## src/rtl/text_fetch_ctrl_pkg.sv

```systemverilog
// Shared constants and FSM encoding for the text-mode scanline fetch controller.
package text_fetch_ctrl_pkg;

    localparam int          CELL_W       = 8;
    localparam int          COLS_DEFAULT = 80;
    localparam logic [7:0]  CHR_FIRST    = 8'h20;
    localparam logic [7:0]  CHR_LAST     = 8'h9F;

    typedef enum logic [1:0] {
        IDLE,
        PREFETCH,
        RUN
    } state_t;

endpackage

```

## src/rtl/text_fetch_ctrl_glyph_addr.sv

```systemverilog
// Combinational character-code/glyph-row to character ROM address mapping.
module glyph_addr
    import text_fetch_ctrl_pkg::*;
(
    input  logic [7:0]  i_code,
    input  logic [3:0]  i_row,
    output logic [10:0] o_rom_addr
);

    logic [7:0]  w_code;
    logic [10:0] w_ofs;

    always_comb begin
        w_code = i_code;
        // Codes outside the printable range fall back to the blank glyph.
        if (i_code < CHR_FIRST || i_code > CHR_LAST) begin
            w_code = CHR_FIRST;
        end
        w_ofs      = {3'b000, w_code - CHR_FIRST};
        o_rom_addr = (w_ofs << 4) + {7'b0000000, i_row};
    end

endmodule

```

## src/rtl/text_fetch_ctrl.sv

```systemverilog
// Scanline text fetch: reads codes, looks up glyph rows and serialises pixels.
module text_fetch_ctrl
    import text_fetch_ctrl_pkg::*;
#(
    parameter int COLS   = COLS_DEFAULT,
    parameter int TXT_AW = 12
)
(
    input  logic              clk,
    input  logic              rst,
    input  logic              line_start,
    input  logic [3:0]        row,
    input  logic [TXT_AW-1:0] row_base,
    output logic [TXT_AW-1:0] txt_addr,
    output logic              txt_rd,
    input  logic [7:0]        txt_data,
    output logic [10:0]       rom_addr,
    input  logic [7:0]        rom_data,
    output logic              pixel,
    output logic              pixel_valid,
    output logic              line_done
);

    localparam int CW = $clog2(COLS + 1);

    state_t              r_state, w_state_nx;
    logic [2:0]          r_phase;
    logic [CW-1:0]       r_cell;
    logic [3:0]          r_row;
    logic [TXT_AW-1:0]   r_base;
    logic [CELL_W-1:0]   r_shift;
    logic [CELL_W-1:0]   r_next;
    logic [10:0]         w_rom_addr;
    logic [CW:0]         w_fetch_idx;
    logic                w_fetch_en;
    logic                w_have_fetch;
    logic                w_last_cell;
    logic                w_load;
    logic                w_active;

    glyph_addr u_glyph_addr (
        .i_code     (txt_data),
        .i_row      (r_row),
        .o_rom_addr (w_rom_addr)
    );

    always_ff @(posedge clk) begin
        if (rst) begin
            r_state <= IDLE;
        end else begin
            r_state <= w_state_nx;
        end
    end

    always_comb begin
        w_state_nx   = r_state;
        w_active     = (r_state != IDLE);
        w_last_cell  = (r_cell == CW'(COLS - 1));
        // r_cell is the cell being shifted out; the next fetch targets the one after.
        w_fetch_idx  = (r_state == PREFETCH) ? (CW+1)'(1) : ({1'b0, r_cell} + (CW+1)'(2));
        w_fetch_en   = (w_fetch_idx < (CW+1)'(COLS));
        w_have_fetch = (r_state == PREFETCH) || (({1'b0, r_cell} + (CW+1)'(1)) < (CW+1)'(COLS));
        case (r_state)
            PREFETCH: if (r_phase == 3'd7) w_state_nx = RUN;
            RUN:      if (r_phase == 3'd7 && w_last_cell) w_state_nx = IDLE;
            default:  w_state_nx = r_state;
        endcase
        if (line_start) begin
            w_state_nx = PREFETCH;
        end
        w_load = (r_phase == 3'd7) && (w_state_nx == RUN) && !line_start;
    end

    always_ff @(posedge clk) begin
        if (rst) begin
            r_phase     <= '0;
            r_cell      <= '0;
            r_row       <= '0;
            r_base      <= '0;
            r_shift     <= '0;
            r_next      <= '0;
            txt_addr    <= '0;
            txt_rd      <= 1'b0;
            rom_addr    <= '0;
            pixel       <= 1'b0;
            pixel_valid <= 1'b0;
            line_done   <= 1'b0;
        end else if (line_start) begin
            r_row       <= row;
            r_base      <= row_base;
            r_phase     <= '0;
            r_cell      <= '0;
            txt_addr    <= row_base;
            txt_rd      <= 1'b1;
            pixel       <= 1'b0;
            pixel_valid <= 1'b0;
            line_done   <= 1'b0;
        end else begin
            txt_rd    <= 1'b0;
            line_done <= 1'b0;
            if (w_active) begin
                r_phase <= r_phase + 3'd1;
            end
            if (w_active && w_have_fetch && r_phase == 3'd1) begin
                rom_addr <= w_rom_addr;
            end
            if (w_active && w_have_fetch && r_phase == 3'd3) begin
                r_next <= rom_data;
            end
            if (r_state == RUN && r_phase == 3'd6 && w_last_cell) begin
                line_done <= 1'b1;
            end

            if (w_load) begin
                pixel       <= r_next[CELL_W-1];
                r_shift     <= {r_next[CELL_W-2:0], 1'b0};
                pixel_valid <= 1'b1;
                if (r_state == RUN) begin
                    r_cell <= r_cell + CW'(1);
                end
                if (w_fetch_en) begin
                    txt_addr <= r_base + TXT_AW'(w_fetch_idx);
                    txt_rd   <= 1'b1;
                end
            end else if (r_state == RUN && r_phase != 3'd7) begin
                pixel       <= r_shift[CELL_W-1];
                r_shift     <= {r_shift[CELL_W-2:0], 1'b0};
                pixel_valid <= 1'b1;
            end else begin
                pixel       <= 1'b0;
                pixel_valid <= 1'b0;
            end
        end
    end

endmodule

```

## config.mk

```make
export PLATFORM = sky130hd
export DESIGN_NAME = text_fetch_ctrl
export DESIGN_NICKNAME = d
export VERILOG_FILES = /design/src/rtl/text_fetch_ctrl_pkg.sv /design/src/rtl/text_fetch_ctrl_glyph_addr.sv /design/src/rtl/text_fetch_ctrl.sv
export SDC_FILE = /design/constraint.sdc
export NUM_CORES = 1
export LEC_CHECK = 0
export ABC_AREA = 1
export BUFFER_PORTS_ARGS = -buffer_cell sky130_fd_sc_hd__clkbuf_2
export CAP_MARGIN = 20
export CORE_UTILIZATION = 40
export DETAILED_ROUTE_END_ITERATION = 10
export GPL_TIMING_DRIVEN = 0
export SLEW_MARGIN = 0
export SYNTH_ARGS = -nofsm -noshare
export SYNTH_HDL_FRONTEND = slang
export SYNTH_SLANG_ARGS = --single-unit
```

## constraint.sdc

```tcl
create_clock -name clk -period 3.03 [get_ports clk]
set_input_delay 0.303 -clock clk [delete_from_list [all_inputs] [get_ports clk]]
set_output_delay 0.303 -clock clk [all_outputs]
set_load 0.1 [all_outputs]
```

# ---- Word-level counts from Yosys, hierarchy flattened
# Cells that the tools add are included.
dict set report word_totals {
  regBits 71
  word_cells 75
}
dict set report classes {
  n_addsub 7
  order_cmp 4
  n_eq_ne 9
  muxes 19
  n_bitwise 1
  n_reduce_logical 22
}
# op count
set ops {}
lappend ops {{12-bit 2-to-1 mux} 3}
lappend ops {{8-bit 2-to-1 mux} 3}
lappend ops {{8-bit by 7-bit less-than comparator with 1-bit output, second input constant} 2}
lappend ops {{12-bit by 8-bit adder with 12-bit output} 1}
lappend ops {{11-bit by 4-bit adder with 11-bit output} 1}
lappend ops {{2-bit AND reduction} 5}
lappend ops {{1-bit logical AND} 9}
lappend ops {{7-bit by 1-bit adder with 8-bit output, second input constant} 1}
lappend ops {{7-bit by 2-bit adder with 8-bit output, second input constant} 1}
lappend ops {{8-bit > comparator, second input constant} 1}
lappend ops {{8-bit by 6-bit less-than comparator with 1-bit output, second input constant} 1}
lappend ops {{1-bit 2-to-1 mux} 8}
lappend ops {{2-bit nonzero test} 4}
lappend ops {{7-bit by 1-bit adder with 7-bit output, second input constant} 1}
lappend ops {{7-bit equality test, second input constant} 1}
lappend ops {{7-bit 2-to-1 mux} 1}
lappend ops {{7-bit by 6-bit subtractor with 7-bit output, second input constant} 1}
lappend ops {{3-bit equality test, second input constant} 2}
lappend ops {{2-bit 2-to-1 mux} 3}
lappend ops {{2-bit equality test, second input constant} 2}
lappend ops {{2-bit case mux with 2 select lines} 1}
lappend ops {{3-bit by 1-bit adder with 3-bit output, second input constant} 1}
lappend ops {{3-bit by 1-bit equality test with 1-bit output, second input constant} 1}
lappend ops {{3-bit by 2-bit equality test with 1-bit output, second input constant} 1}
lappend ops {{6 further kinds} 7}

# ---- Logic depth before layout (Yosys ltp)
# Gate-level depths: netlist (run 1).
dict set report logic_depth {
  word_depth 10
  depth_mapped 19
}

# ---- Modules after synthesis
# Synthesis (run 1) repeated with hierarchy kept, for this count alone.
dict set report unflattened {
  hier_cells 543
  area_unflattened_um2 3806.2
}
# module instances cells_per_inst area_per_inst_um2 seq_area_each_um2
set modules_own_cells {}
lappend modules_own_cells {text_fetch_ctrl 1 520 3696.0 1401.3}
lappend modules_own_cells {glyph_addr 1 23 110.1 0.0}

# ---- Worst setup path after synthesis (run 1)
# OpenSTA, ideal clock, no wires.
dict set report synth_timing {
  kind {register to register}
  from {reg r_state[1]}
  to {reg txt_addr[10]}
  setup_ps 111
  t_arrival_ps 2088
  required_time_ps 2919
  slack_ps 830
  path_stages_with_launch 17
  n_path_buf 0
  synth_period_minus_slack_ps 2200
  cell_sequence {dfxtp_1 inv_1 ha_1 inv_1 nand2_1 ha_1 fa_1 nand4_1 o211ai_1 nand2_1 nand2_1 nand2_1 nand2_1 nand2_1 inv_1 nor2_1 nor2_1}
}
dict set report synth_between {
  elab_chain_cells 8
  elab_cells_between_ends 18
}
# item line
set synth_rtl {}
lappend synth_rtl {{from (decl)} text_fetch_ctrl.sv:26} ;# state_t r_state, w_state_nx;
lappend synth_rtl {{from (signal assigned)} text_fetch_ctrl.sv:51} ;# r_state <= w_state_nx;
lappend synth_rtl {{parallel branches: the longest is 8 deep, another holds 12-bit by 8-bit adder with 12-bit output} n/a}
lappend synth_rtl {{to (signal assigned)} text_fetch_ctrl.sv:93} ;# txt_addr <= row_base;
lappend synth_rtl {{to (signal assigned)} text_fetch_ctrl.sv:122} ;# txt_addr <= r_base + TXT_AW'(w_fetch_idx);
lappend synth_rtl {{to (decl)} text_fetch_ctrl.sv:14} ;# output logic [TXT_AW-1:0] txt_addr,
# Several ways; the timed one is not identified. The select of a mux whose other input is x is not followed.
# A chain may end at the register's enable or synchronous reset.

# ---- Worst setup path after layout (run 1)
# Same ends and word-level chain as after synthesis.

==> results.tsv, run 1 <==
stage	metric	value	unit
floorplanning	Initial Utilization	41.05	%
setup_path	Critical Path RT	3.27	ns
synth	Syn Area/Cell	6.888	µm²
power	Sw Share	29.47	%
clocking	cts bufs inserted	9	
floorplanning	Placement Rows	35	
placement	Placed Area	4214	µm²
power	Logic pwr share	15.5	%
setup_path	reg2reg end	txt_addr[10]	
cells_and_area	layout cells sized above 1	16.53	%
placement	port bufs	60	
hold_path	Min-Delay Path Class	in -> reg	
synth	Cell Area, Synth	3775	µm²
power	net switching power	0.6259	mW
drt	Remaining DRCs	0	
cells_and_area	Fill cells	933	
timing	final hold vios	0	
setup_path	Critical Path End	txt_addr[10]	
global_routing	vias in the first global route	3365	
synth	Ys Warns	0	
placement	Final Wtd Congestion	0.8427	
synth	Synth area leaders	dfxtp_1 (37%), nand2_1 (12%), a21oi_1 (8.1%)	
floorplanning	Top Ports	62	
clocking	post-CTS setup buffers	0	
drt	vias	3651	
drt	Final ANT Viol Nets	0	
clocking	clock buffer depth	2	
cells_and_area	Final Cell Area	4425	µm²
power	Tot Pwr	2.124	mW
timing	Final Cycle Share	87.16	%
timing	Max Clk Rate	0.3786	GHz
setup_path	Data arrival, critical path	2.89	ns
setup_path	flop2flop setup slack	0.39	ns
floorplanning	DIE AREA	9830	µm²
cells_and_area	# diodes	0	
clocking	clock root cell	clkbuf_8	
clocking	CTS clk-pin slew, worst paths	0.08	ns
timing	RSZ-0062 raised after global routing	no	
timing	skew final	0.01312	ns
clocking	CTS tree	yes	
setup_path	critical path launch point type	flip-flop	
setup_path	Max FO, Critical Path	6	
timing	Min Hold Slack	0.2138	ns
power	sequential share of power	45.5	%
timing	clock period minus worst slack	2.641	ns
timing	final slew viol count	0	
cells_and_area	fin nets	674	
clocking	hold_buf cts	0	
drt	WL/cell	13.04	µm
synth	Cell variety after synth	34	
run	Max-cap violations	0	
placement	detailed-placement wirelength estimate	7138	µm
cells_and_area	Layout area overhead	17.24	%
power	VDD IR-drop max	249.3	µV
setup_path	Crit. Startpoint	r_state[1]	
synth	largest area contributor in the netlist	dfxtp_1	
setup_path	Setup CP Type	reg -> reg	
clocking	Clock Latency Late Sink	0.34	ns
setup_path	worst reg2reg startpoint	r_state[1]	
clocking	clk sink count	70	
global_routing	GR Util All Layers	20.33	%
power	PD cells	479.9	nW/µm²
power	Internal Power	1.498	mW
global_routing	largest net degree at the start of global routing	13	
power	Static Leak	2.101	nW
power	Clock power frac	39.0	%
synth	#FFs+latches synth	70	
timing	setup TNS	0	ns
synth	post-synth top area share	37.12	%
drt	total wire length	9568	µm
synth	Cells after Synth	548	
synth	Seq/Total Area, Yosys	37.12	%
floorplanning	die width	99.15	µm
status	status	complete, no violations	
global_routing	first-pass GRT wire length	15850	µm
timing	worst rel slew slack	51.33	%
floorplanning	die height	99.15	µm
setup_path	crit end category	flip-flop	
synth	Mapped Nets	603	
cells_and_area	Final Util	48.12	%
drt	initial DRC count	181	
drt	vias per cell	4.974	
timing	final setup fails	0	
timing	worst-margin pin slew	0.7245	ns
clocking	Resized Gates After CTS	0	
setup_path	reg2reg path depth	16	
global_routing	total grt overflow	0	
global_routing	initial antenna violation count	0	
floorplanning	Core Region	9196	µm²
clocking	htree depth	3	
drt	DRT Pass-1 Iters	4	
[through the flow]
step	instances	setup slack, ns
after floorplan	548	0.8305
after global placement	719	0.4340
after detailed placement	719	0.4191
after CTS	734	0.4028
after global routing	734	0.09000
final	734	0.3889
[power by group through the flow]
stage / registers, mW / logic (mW) / clock network, mW
after floorplan: 1.08 / 0.148 / 0
after global placement: 0.987 / 0.325 / 0
after detailed placement: 0.988 / 0.327 / 0
after CTS: 0.967 / 0.328 / 0.848
after global routing: 0.970 / 0.358 / 0.896
final: 0.967 / 0.329 / 0.828
[Yosys cell counts, drive strengths merged]
cell and number:
nand2 120, nor2 83, dfxtp 70, a21oi 62, inv 54, nand3 46, o21ai 31, ha 19
clkbuf 13, buf 12, nand3b 11, xor2 5, nor3 4, nand4 3, xnor2 3, o211ai 2
a211oi 1, a21boi 1, clkinv 1, fa 1, mux2i 1, nand2b 1, nor3b 1, nor4 1
o21bai 1, o31ai 1
[metal layers]
| metal | GRT usage [%] | routed length (µm) | vias to the layer above |
|---|---|---|---|
| met5 | 0 | 0 | - |
| met4 | 6.561 | 120 | 0 |
| met1 | 28.56 | 4807 | 1654 |
| met3 | 4.006 | 365 | 9 |
| met2 | 31.41 | 4274 | 77 |
| li1 | - | - | 1911 |
[state kept, by name, indices dropped and copies added, names as in the netlist, 2 cells and up]
register / count
r_cell: 7
r_phase: 3
r_base: 12
r_state: 2
rom_addr: 11
txt_addr: 12
r_next: 8
r_shift: 7
r_row: 4
[logic make-up (layout without fill, tap and decap cells)]
kind of cell | Yosys count | after routing | share of synthesized area (%)
multiplexers | 1 | 1 | 0.2652
AO/OA/AOI/OAI | 99 | 99 | 13.92
adder cells (fa/ha/maj) | 20 | 20 | 6.828
XOR/XNOR | 8 | 8 | 1.856
buffers and inverters | 80 | 155 | 8.982
flip-flops | 70 | 70 | 37.12
AND/OR/NAND/NOR | 270 | 270 | 31.02
[cell type report]
type	instances	area, µm²	area share (%)
Multi-Input combinational cell	398	2034	45.97
Timing Repair Buffer	60	300.3	6.785
Clock buffer	9	123.9	2.799
Buffer	25	132.6	2.997
Inverter	55	206.4	4.665
Sequential cell	70	1401	31.67
Clock inverter	6	87.58	1.979
Tap cell	111	138.9	3.138
[cells in the final DEF (no fill, tap or decap), types with 4 or more instances in the layout]
| cell | instances |
|---|---|
| dfxtp_1 | 70 |
| nand3b_1 | 11 |
| nand2_1 | 117 |
| nor3_1 | 4 |
| o21ai_0 | 31 |
| clkbuf_1 | 13 |
| inv_1 | 49 |
| xor2_1 | 5 |
| inv_2 | 5 |
| nand3_1 | 42 |
| nor2_1 | 81 |
| a21oi_1 | 61 |
| ha_1 | 19 |
| clkbuf_8 | 9 |
| nand3_2 | 4 |
| buf_2 | 7 |
| clkbuf_2 | 60 |
[critical path, cell delays in order, from the launching register on]
cell	delay, ns
dfxtp_1	0.36
inv_1	0.09
ha_1	0.27
inv_1	0.20
nand2_1	0.12
ha_1	0.24
fa_1	0.45
nand4_1	0.12
o211ai_1	0.13
nand2_1	0.08
nand2_1	0.11
nand2_1	0.08
nand2_1	0.04
nand2_1	0.06
inv_1	0.04
nor2_1	0.09
nor2_1	0.05
[worst min path at each step]
stage | startpoint | endpoint | cells after the start
after global placement | r_shift[4] | r_shift[4] | 2
after global routing | row_base[10] | r_base[10] | 3
after CTS | row_base[7] | r_base[7] | 3
after floorplan | r_row[3] | r_row[3] | 2
final | row_base[7] | r_base[7] | 3
after detailed placement | r_shift[4] | r_shift[4] | 2
Power figures use the tool's default switching activity.
==> run 2, diff against run 1 <==
Settings changed: CORE_UTILIZATION 40 to 57, PLACE_DENSITY set to 0.81.
==> results.tsv, run 2 (synthesis results as in run 1) <==
stage	metric	value	unit	change
cells_and_area	fin nets	674		unchanged
run	Max-cap violations	0		unchanged
setup_path	Critical Path RT	3.32	ns	+0.05 ns
placement	DP Worst Slack	0.4751	ns	+0.05602 ns
setup_path	Setup CP Type	reg -> reg		
setup_path	crit end category	flip-flop		
placement	port bufs	60		unchanged
clocking	Clock Latency Late Sink	0.35	ns	about the same
timing	Final Cycle Share	86.00	%	-1.2 points
global_routing	first-pass GRT wire length	15110	µm	-4.7%
floorplanning	Top Ports	62		unchanged
floorplanning	Placement Rows	29		-17%
timing	final hold vios	0		unchanged
floorplanning	Core Region	6386	µm²	-31%
drt	Final ANT Viol Nets	0		unchanged
clocking	clk sink count	70		unchanged
timing	final setup fails	0		unchanged
setup_path	Data arrival, critical path	2.90	ns	about the same
placement	Final Wtd Congestion	0.9338		+11%
timing	Min Hold Slack	0.2107	ns	-0.003048 ns
floorplanning	die height	83.38	µm	-16%
clocking	cts bufs inserted	9		unchanged
timing	RSZ-0062 raised after global routing	no		
timing	setup TNS	0	ns	unchanged
drt	initial DRC count	219		+21%
cells_and_area	top flop regs	r_base x12, txt_addr x12, rom_addr x11		
hold_path	Hold Crit Depth	3		unchanged
clocking	hold_buf cts	0		unchanged
cells_and_area	most frequent cells in the layout	nand2_1 (117), nor2_1 (81), dfxtp_1 (70), a21oi_1 (61), clkbuf_2 (60)		
drt	total wire length	8942	µm	-6.5%
power	Static Leak	2.108	nW	+0.31%
floorplanning	DIE AREA	6952	µm²	-29%
drt	vias per cell	5.290		+6.3%
setup_path	reg2reg path depth	13		-3
floorplanning	Initial Utilization	59.11	%	+18 points
clocking	clock buffer depth	2		unchanged
clocking	post-CTS setup buffers	0		unchanged
drt	DRT Pass-1 Iters	5		+1
timing	Max Clk Rate	0.3838	GHz	+1.4%
clocking	CTS clk-pin slew, worst paths	0.08	ns	about the same
power	PD cells	490.2	nW/µm²	+2.2%
cells_and_area	Final Util	68.97	%	+21 points
placement	detailed-placement wirelength estimate	6693	µm	-6.2%
timing	setup ws final	0.4243	ns	+0.03533 ns
hold_path	WHS Endpoint	r_base[8]		
clocking	CTS tree	yes		
global_routing	GR Util All Layers	26.75	%	+6.4 points
cells_and_area	layout cells sized above 1	16.67	%	+0.13 points
setup_path	reg2reg end	txt_addr[7]		
setup_path	worst reg2reg startpoint	r_state[1]		
drt	Remaining DRCs	0		unchanged
setup_path	critical path launch point type	flip-flop		
cells_and_area	Layout area overhead	16.67	%	
setup_path	Max FO, Critical Path	6		unchanged
clocking	Resized Gates After CTS	0		unchanged
cells_and_area	# diodes	0		unchanged
setup_path	flop2flop setup slack	0.42	ns	+0.04 ns
timing	final slew viol count	0		unchanged
timing	skew final	0.009556	ns	-0.003569 ns
cells_and_area	most common cell after layout, fill and taps aside	nand2_1		
hold_path	Min-Delay Path Class	in -> reg		
global_routing	initial antenna violation count	0		unchanged
global_routing	total grt overflow	0		unchanged
clocking	clock root cell	clkbuf_8		
drt	WL/cell	12.76	µm	-2.1%
timing	worst rel slew slack	51.01	%	-0.32 points
power	VDD IR-drop max	400.1	µV	+61%
hold_path	worst min-delay path startpoint	row_base[8]		
status	status	complete, no violations		
global_routing	largest net degree at the start of global routing	13		unchanged
drt	vias	3708		+1.6%
floorplanning	die width	83.38	µm	-16%
global_routing	vias in the first global route	3451		+2.6%
timing	worst-margin pin slew	0.7333	ns	+0.008812 ns
clocking	htree depth	3		unchanged
timing	clock period minus worst slack	2.606	ns	-0.03533 ns
run 2: power by group:
group / switching, mW / internal [mW] / total (mW) / leakage [nW]
Combinational: 0.234 / 0.0899 / 0.324 / 1.42
Clock: 0.358 / 0.508 / 0.866 / 0.116
Sequential: 0.0196 / 0.949 / 0.969 / 0.571
run 2: worst max-delay path by stage:
stage                     startpoint            to  slack (ns)  cells after the start
after CTS                 r_state[1]   txt_addr[7]        0.45                     13
after global routing       r_cell[2]   txt_addr[7]        0.16                     14
after detailed placement  r_state[1]   txt_addr[7]        0.48                     13
after global placement     r_cell[2]  txt_addr[10]        0.52                     16
final                     r_state[1]   txt_addr[7]        0.42                     13
after floorplan           r_state[1]  txt_addr[10]        0.83                     16
run 2: area by class of cell:
cell class,instances,area (µm²)
buffer,25,132.6
clock buffer,11,151.4
inverter,55,206.4
tap,77,96.34
fill,568,1982
multi-input combinational,398,2034
timing repair buffer,60,300.3
clock inverter,5,81.33
sequential,70,1401
run 2: through the flow:
step	total power, mW	instance area (µm²)	instances
4_1_cts	2.166	4404	701
2_1_floorplan	1.231	3775	548
3_5_place_dp	1.311	4172	685
5_1_grt	2.242	4404	701
6_report	2.159	4404	701
3_3_place_gp	1.305	4172	685
run 2: routing by layer:
metal	vias to the layer above	part of all wire (%)	GRT usage, %
li1	1915	-	-
met4	0	2.1	12.23
met3	15	5.5	3.280
met2	118	46	43.00
met1	1660	46	35.93
met5	-	0	0
run 2: critical path, cell delays in order (launching register included):
cell	delay [ns]
dfxtp_1	0.36
inv_1	0.10
ha_1	0.26
inv_1	0.19
nand2_1	0.07
nor2_1	0.28
ha_1	0.31
a21oi_1	0.21
o21ai_0	0.19
a21oi_1	0.15
o21ai_0	0.08
o21ai_0	0.20
nor2_1	0.06
nor2_1	0.09
==> run 3, diff against run 2 <==
Settings changed: CORE_MARGIN set to 2.
==> results.tsv, run 3 (synthesis results as in run 1) <==
stage	metric	value	unit	change
hold_path	Min-Delay Path Class	in -> reg		
cells_and_area	sequential cell area	1401	µm²	unchanged
clocking	Resized Gates After CTS	0		unchanged
timing	final setup fails	0		unchanged
power	PD cells	502.4	nW/µm²	+2.5%
clocking	htree depth	3		unchanged
global_routing	GR Util All Layers	26.56	%	-0.19 points
clocking	cts bufs inserted	9		unchanged
hold_path	worst min-delay path startpoint	row_base[3]		
floorplanning	Initial Utilization	59.11	%	unchanged
power	Logic pwr share	14.7	%	-0.3 points
timing	RSZ-0062 raised after global routing	no		
placement	Final Wtd Congestion	0.9452		+1.2%
timing	skew final	0.01213	ns	+0.002569 ns
drt	initial DRC count	208		-5.0%
clocking	CTS tree	yes		
clocking	Clock Latency Late Sink	0.35	ns	about the same
drt	Final ANT Viol Nets	0		unchanged
power	Clock power frac	41.7	%	+1.6 points
timing	final hold vios	0		unchanged
cells_and_area	# diodes	0		unchanged
placement	detailed-placement wirelength estimate	6846	µm	+2.3%
placement	port bufs	60		unchanged
status	status	complete, no violations		
timing	worst-margin pin slew	0.7500	ns	+0.01673 ns
floorplanning	Core Region	6386	µm²	unchanged
drt	vias per cell	5.441		+2.9%
timing	setup TNS	0	ns	unchanged
cells_and_area	most frequent cells in the layout	nand2_1 (117), nor2_1 (81), dfxtp_1 (70), a21oi_1 (61), clkbuf_2 (60)		
power	Sw Share	27.60	%	-0.75 points
drt	WL/cell	13.25	µm	+3.9%
drt	DRT Pass-1 Iters	6		+1
clocking	hold_buf cts	0		unchanged
hold_path	Hold Crit Depth	3		unchanged
setup_path	Data arrival, critical path	2.91	ns	about the same
cells_and_area	top flop regs	r_base x12, txt_addr x12, rom_addr x11		
placement	DP Worst Slack	0.4894	ns	+0.01435 ns
cells_and_area	Fill cells	562		-1.1%
timing	Final Cycle Share	86.33	%	+0.33 points
timing	final slew viol count	0		unchanged
hold_path	WHS Endpoint	r_base[3]		
setup_path	flop2flop setup slack	0.41	ns	about the same
power	sequential share of power	43.6	%	-1.3 points
timing	Max Clk Rate	0.3823	GHz	-0.38%
clocking	post-CTS setup buffers	0		unchanged
global_routing	first-pass GRT wire length	15560	µm	+3.0%
global_routing	largest net degree at the start of global routing	13		unchanged
setup_path	Setup CP Type	reg -> reg		
setup_path	crit end category	flip-flop		
timing	setup ws final	0.4143	ns	-0.009955 ns
floorplanning	die height	85.38	µm	+2.4%
floorplanning	die width	85.38	µm	+2.4%
setup_path	worst reg2reg startpoint	r_state[1]		
timing	clock period minus worst slack	2.616	ns	+0.009955 ns
clocking	clk sink count	70		unchanged
power	Static Leak	2.115	nW	+0.33%
cells_and_area	fin nets	674		unchanged
power	net switching power	0.6123	mW	about the same
setup_path	critical path launch point type	flip-flop		
drt	vias	3809		+2.7%
power	Internal Power	1.607	mW	+3.8%
setup_path	reg2reg end	txt_addr[7]		
drt	total wire length	9276	µm	+3.7%
setup_path	reg2reg path depth	13		unchanged
floorplanning	Top Ports	62		unchanged
cells_and_area	layout cells sized above 1	16.53	%	-0.13 points
run	Max-cap violations	0		unchanged
clocking	clock root cell	clkbuf_8		
timing	worst rel slew slack	49.62	%	-1.4 points
power	VDD IR-drop max	383.3	µV	-4.2%
cells_and_area	most common cell after layout, fill and taps aside	nand2_1		
cells_and_area	Layout area overhead	17.00	%	
global_routing	total grt overflow	0		unchanged
drt	Remaining DRCs	0		unchanged
floorplanning	DIE AREA	7290	µm²	+4.9%
clocking	clock buffer depth	2		unchanged
global_routing	vias in the first global route	3533		+2.4%
setup_path	Critical Path RT	3.32	ns	about the same
global_routing	initial antenna violation count	0		unchanged
cells_and_area	multi-input logic area	2034	µm²	unchanged
setup_path	Max FO, Critical Path	6		unchanged
floorplanning	Placement Rows	29		unchanged
clocking	CTS clk-pin slew, worst paths	0.08	ns	about the same
==> run 3: cell count changes in the layout (fill, tap and decap cells not counted) <==
cell	delta
bufinv_16	+1
clkinvlp_4	-1
clkinv_2	-1
clkbuf_8	-1
clkinv_4	+1
==> run 3: worst max-delay path by stage <==
| stage | start | to | slack, ns |
|---|---|---|---|
| global placement | r_cell[2] | txt_addr[10] | 0.51 |
| floorplan | r_state[1] | txt_addr[10] | 0.83 |
| detailed placement | r_state[1] | txt_addr[7] | 0.49 |
| global route | r_state[1] | txt_addr[7] | 0.10 |
| CTS | r_state[1] | txt_addr[7] | 0.45 |
| finish | r_state[1] | txt_addr[7] | 0.41 |
==> run 3: metal layers <==
metal / wire, µm / vias to the layer above / GRT usage, % / part of all wire (%)
li1: - / 1915 / - / -
met1: 4162 / 1703 / 35.35 / 45
met2: 4212 / 157 / 41.19 / 45
met3: 610 / 34 / 4.572 / 6.6
met4: 291 / 0 / 14.00 / 3.1
met5: 0 / - / 0 / 0
==> run 3: metrics by stage <==
step	hold WS [ns]	cells	cell area (µm²)	utilization [%]	power (mW)
global placement	0.4447	685	4172	65.32	1.305
floorplan	0.4307	548	3775	-	1.231
global route	0.2239	700	4417	69.16	2.303
finish	0.2102	700	4417	69.16	2.219
detailed placement	0.4480	685	4172	65.32	1.312
CTS	0.2028	700	4417	69.16	2.226
==> run 3: cell type report <==
| type | instances | area share (%) |
|---|---|---|
| multi-input cells | 398 | 46.06 |
| flip-flops and latches | 70 | 31.73 |
| repair buffers | 60 | 6.799 |
| inverters | 55 | 4.674 |
| clock buffers | 10 | 3.116 |
| plain buffers | 25 | 3.003 |
| clock inverters | 5 | 2.436 |
| well taps | 77 | 2.181 |
==> run 3: worst max-delay path, stage by stage (launching register included) <==
cell and delay [ns]:
dfxtp_1 0.37, inv_1 0.10, ha_1 0.26, inv_1 0.18, nand2_1 0.07, nor2_1 0.29
ha_1 0.32, a21oi_1 0.19, o21ai_0 0.19, a21oi_1 0.15, o21ai_0 0.07, o21ai_0 0.21
nor2_1 0.06, nor2_1 0.09
==> run 3: power by group through the flow <==
stage	sequential (mW)	combinational (mW)	clock, mW
2_1_floorplan	1.08	0.148	0
5_1_grt	0.971	0.356	0.977
4_1_cts	0.967	0.326	0.932
3_5_place_dp	0.988	0.324	0
6_report	0.968	0.327	0.924
3_3_place_gp	0.988	0.317	0
